**src/rtl/s2p_param.sv**
```systemverilog
// Serial-to-parallel converter: gathers WIDTH sampled bits into a word and
// offers it through a registered valid/ready stage with overflow/abort flags.
module s2p_param #(
    parameter int WIDTH     = 8,
    parameter bit MSB_FIRST = 1'b1
) (
    input  logic             clk,
    input  logic             rst,
    input  logic             s2p_en,
    input  logic             data_in,
    input  logic             data_out_ready,
    output logic [WIDTH-1:0] data_out,
    output logic             data_out_valid,
    output logic             overflow,
    output logic             frame_abort
);
    localparam int CNT_W = (WIDTH > 2) ? $clog2(WIDTH) : 1;
    localparam logic [CNT_W-1:0] LAST = CNT_W'(WIDTH - 1);

    generate
        if (WIDTH < 2) begin : g_bad_width
            $error("s2p_param: WIDTH must be at least 2");
        end
    endgenerate

    logic [WIDTH-1:0] sh;
    logic [WIDTH-1:0] sh_next;
    logic [CNT_W-1:0] cnt;
    logic             complete;
    logic             accept;

    generate
        if (MSB_FIRST) begin : g_msb_first
            assign sh_next = {sh[WIDTH-2:0], data_in};
        end else begin : g_lsb_first
            assign sh_next = {data_in, sh[WIDTH-1:1]};
        end
    endgenerate

    // The completed word is the shift value that includes the current bit.
    assign complete = s2p_en && (cnt == LAST);
    assign accept   = data_out_valid && data_out_ready;

    always_ff @(posedge clk or negedge rst) begin
        if (!rst) begin
            sh             <= '0;
            cnt            <= '0;
            data_out       <= '0;
            data_out_valid <= 1'b0;
            overflow       <= 1'b0;
            frame_abort    <= 1'b0;
        end else begin
            overflow    <= 1'b0;
            frame_abort <= 1'b0;

            if (s2p_en) begin
                sh  <= sh_next;
                cnt <= complete ? '0 : cnt + CNT_W'(1);
            end else begin
                sh  <= '0;
                cnt <= '0;
                if (cnt != '0) begin
                    frame_abort <= 1'b1;
                end
            end

            // A held word is only replaced when the consumer takes it this edge.
            if (complete) begin
                if (!data_out_valid || accept) begin
                    data_out       <= sh_next;
                    data_out_valid <= 1'b1;
                end else begin
                    overflow <= 1'b1;
                end
            end else if (accept) begin
                data_out_valid <= 1'b0;
            end
        end
    end

endmodule

```
**config.mk**
```make
export PLATFORM = sky130hd
export DESIGN_NAME = s2p_param
export DESIGN_NICKNAME = d
export VERILOG_FILES = /design/src/rtl/s2p_param.sv
export SDC_FILE = /design/constraint.sdc
export NUM_CORES = 1
export LEC_CHECK = 0
export BUFFER_PORTS_ARGS = -buffer_cell sky130_fd_sc_hd__buf_2
export CAP_MARGIN = 20
export CORE_MARGIN = 1
export CORE_UTILIZATION = 45
export DETAILED_ROUTE_END_ITERATION = 12
export PLACE_DENSITY = 0.77
export SLEW_MARGIN = 15
export SYNTH_ARGS = -nofsm -noshare
export SYNTH_HDL_FRONTEND = slang
export SYNTH_SLANG_ARGS = --single-unit
```
**constraint.sdc**
```tcl
create_clock -name clk -period 4.5 [get_ports clk]
set_input_delay 0.9 -clock clk [delete_from_list [all_inputs] [get_ports clk]]
set_output_delay 0.9 -clock clk [all_outputs]
set_load 0.005 [all_outputs]
```
### Word level (Yosys, flattened, before mapping)

Index checks and enable logic that the tools add are counted.

* $add $sub $neg: 1
* eq/ne operators: 2
* multiplexer cells: 10
* reduce and logical (&&, ||, !) cells: 8

Operators with widths (count)
* two-way mux 1 bit: 7
* two-way mux 7 bit: 1
* two-way mux 3 bit: 2
* AND reduction 2 bit: 2
* adder 3 x 1 -> 3 bit, second input constant: 1
* == test 3 bit, second input constant: 1
* nonzero test 3 bit: 1
* logical AND 1 bit: 2
* inequality test 2 x 1 -> 1 bit, second input constant: 1
* nonzero test 2 bit: 1
* logical NOT 1 bit: 1
* logical OR 1 bit: 1

* flip-flop bits (word level): 21
* bits of input ports: 5
* output and inout bits: 11
* word-level logic and storage cells: 27

### Logic depth before layout (Yosys ltp)

* word-level depth: 4
* depth in mapped cells: 6
* mapped depth without buffers: 5

### Least setup slack after synthesis

Ideal clock, no wire load.

* path kind: input to register
* start point: in data_out_ready
* end point: reg data_out[0]
* setup time: 0.125 ns
* arrival: 1.568 ns
* data required time: 4.375 ns
* slack: 2.807 ns
* stages: 4
* cell sequence: nand2b_4 nor2b_4 buf_6 mux2_4

* longest elaborated chain between the ends: 3

Ends and longest elaborated chain
* from (decl): line 11 `input logic data_out_ready,`
* logical AND 1 bit: line 42 `assign accept = data_out_valid && data_out_ready;`
* logical OR 1 bit: line 69 `if (!data_out_valid || accept) begin`
* AND reduction 2 bit (no line)
* to (signal assigned): line 70 `data_out <= sh_next;`
* to (decl): line 12 `output logic [WIDTH-1:0] data_out,`

No other way between the ends.
A chain may end at the register's enable or synchronous reset.

### Final worst setup path

* start point: reg data_out_valid
* end point: out data_out_valid

RTL lines
* from (decl): line 13 `output logic data_out_valid,`
* from (signal assigned): line 49 `data_out_valid <= 1'b0;`
* from (signal assigned): line 71 `data_out_valid <= 1'b1;`
* from (signal assigned): line 76 `data_out_valid <= 1'b0;`

No word-level cell between the ends.

==> reports/metrics.cfg <==
[run_status]
status = finished, final reports clean

[detailed_routing]
routed_via_density = 4.51
drtPass1Iterations = 4
wl_per_cell_um = 12.1
vias = 428
drtAntennaViolNets = 0
drc = 0
drtIter0Drc = 7
wl_mm = 1.15

[sta]
finalSetupViolations = 0
final-hold-violation-count = 0
max_freq_mhz = 573
min_period_ns = 1.74
relSlewSlack_pct = 70.3
maxSlewViolCount = 0
fin_setup_tns_ns = 0
tightest_slew_ns = 0.446
rsz0062_at_grt = false
skew_ns = 0.00281
timing.final.crit_share_pct = 38.8

[cells_and_area]
layout.cells.non_filler = 95
num-fill-cells = 167
drive_gt1_share_pct = 41.4
finalNetCount = 79
layout_commonest_cell = dfrtp_1
diodes = 0
mostFrequentLayoutCells = dfrtp_1, buf_2, and2_1, mux2_4
stdcell_area_sq_um = 940
area_growth_syn_to_layout_pct = 14.3

[logic_synthesis]
synth.distinct_cells = 15
synthCells = 53
avgSynthCellArea_sq_um = 15.5
synth_area_sq_um = 822
yosysSeqAreaShare_pct = 63.9
synth_top_family_by_area = multiplexers
synth-simple-area-share_pct = 13.1
synth_nets = 61
synth_mux_area_share_pct = 14.6
yosys.area_share.adder_pct = 4.57
synth.yosys.warnings = 0
synth_xor_area_share_pct = 0
synth-compound-area-share_pct = 0.609
ys_seq_elements = 21

[power]
powerDensity_mw_per_mm2 = 320
p_leak_uw = 0.000522
p_int_uw = 238
p_clk_share_pct = 28.1
ir_worst_vdd_mv = 0.198
p_seq_share_pct = 65.8
combPwrFrac_pct = 6.1
swShare_pct = 20.9
p_sw_uw = 62.8

[global_routing]
grt_antenna_before_repair = 0
gr-total-overflow = 0
grt_pass1_vias = 423
grt_max_degree = 22
grt_first_pass_wirelength_mm = 1.85
grt_usage_pct = 13.3

[die]
rows = 15
die_area_sq_mm = 0.00200
start_util_pct = 47.6
io_pins = 16
die_width_um = 44.7
core_area_sq_mm = 0.00173
die_h_um = 44.7

[clocking]
post_cts_buffers = 0
cts_tree = yes
clkLatencyLatePin_ns = 0.29
cts-root-buf = clkbuf_4
cts_hold_buf = 0
cts_max_level = 1
clk_pin_slew_ns = 0.10
cts-buffers-inserted = 3
clk_path_buf_depth = 2
cts.sinks = 21
cts-resized-gates = 0

[critical_path]
path_delay_family = flip-flops
crit_arrival_ns = 0.84
critPathSlowestCell = dfrtp_1
crit_fanout = 2
timing.rr.end = data_out[5]
path_buf_inv = 1
worst-path-stages = 1
cp_cell_sequence = buf_2
reg2regPathDepth = 5
required_ns = 3.60
reg2reg_from = cnt[0]
critPathKind = flop to primary output
reg2reg_slack_ns = 2.89
slowest_delay_ns = 0.42
end_kind = primary output
start_kind = flop
crit_end = data_out_valid
startpoint = data_out_valid

[placed_design]
place.gp.congestion = 0.659
port_buffers = 15
place_area_sq_um = 913
dp.cells = 91
dp_hpwl_um = 831

[flow_run]
drv_cap = 0

[hold_path]
hp-class = flop to flop

-- Yosys cell counts --
library cell | instances | area share [%]
a21oi_1 | 1 | 0.61
and2_1 | 8 | 6.1
and3b_1 | 1 | 1.1
buf_6 | 1 | 1.4
clkbuf_1 | 1 | 0.46
dfrtp_1 | 21 | 64
ha_1 | 3 | 4.6
inv_1 | 3 | 1.4
mux2_4 | 8 | 15
nand2_1 | 1 | 0.46
nand2_2 | 1 | 0.76
nand2b_4 | 1 | 1.7
nor2_1 | 1 | 0.46
nor2b_4 | 1 | 1.7
nor3b_1 | 1 | 0.91
-- through the flow --
step,total power (uW),setup slack (ns),utilization (%),hold WS (ns)
2_1_floorplan,210,2.81,-,0.438
5_1_grt,315,2.71,54.4,0.504
3_5_place_dp,220,2.52,52.9,0.468
3_3_place_gp,219,2.57,52.9,0.455
6_report,301,2.76,54.4,0.482
4_1_cts,307,2.74,54.4,0.487
-- kinds of logic after synthesis --
group           count (synthesis)
flops                          21
simple gates                   15
mux                             8
buf+inv                         5
fa+ha+maj                       3
compound gates                  1
-- final cells by class --
class	count	area (sq um)	area share (%)
clock buffer	4	26.3	2.80
inverter	3	11.3	1.20
multi-input combinational	27	270	28.8
tap	25	31.3	3.33
sequential	21	526	55.9
timing repair buffer	15	75.1	7.99
-- sequential cells by signal (all words and copies together) (netlist names) --
signal and cells:
frame_abort 1, data_out 8, sh 7, overflow 1, data_out_valid 1, cnt 3
-- power groups by stage --
| stage | Combinational [uW] | Clock (uW) | Sequential, uW |
|---|---|---|---|
| floorplan | 8.98 | 0 | 201 |
| global placement | 18.0 | 0 | 201 |
| detailed placement | 18.6 | 0 | 202 |
| CTS | 19.0 | 90.2 | 198 |
| global route | 21.4 | 95.3 | 199 |
| finish | 18.3 | 84.7 | 198 |
-- how the worst min path moves through the flow --
stage	from	endpoint	slack, ns	cells after the start
final	cnt[0]	cnt[0]	0.48	1
after global routing	sh[6]	data_out[7]	0.50	1
after CTS	cnt[0]	cnt[0]	0.49	1
after detailed placement	sh[6]	data_out[7]	0.47	1
after global placement	cnt[0]	cnt[0]	0.45	1
after floorplan	cnt[0]	cnt[0]	0.44	1
-- metal layers --
| layer | GRT usage [%] | vias to the layer above | wire length (um) |
|---|---|---|---|
| met5 | 0 | - | 0 |
| met2 | 22.1 | 10 | 585 |
| li1 | - | 202 | - |
| met3 | 4.80 | 2 | 39 |
| met1 | 15.6 | 214 | 511 |
| met4 | 5.45 | 0 | 14 |
Note: power is estimated with default switching activity, not from simulation.
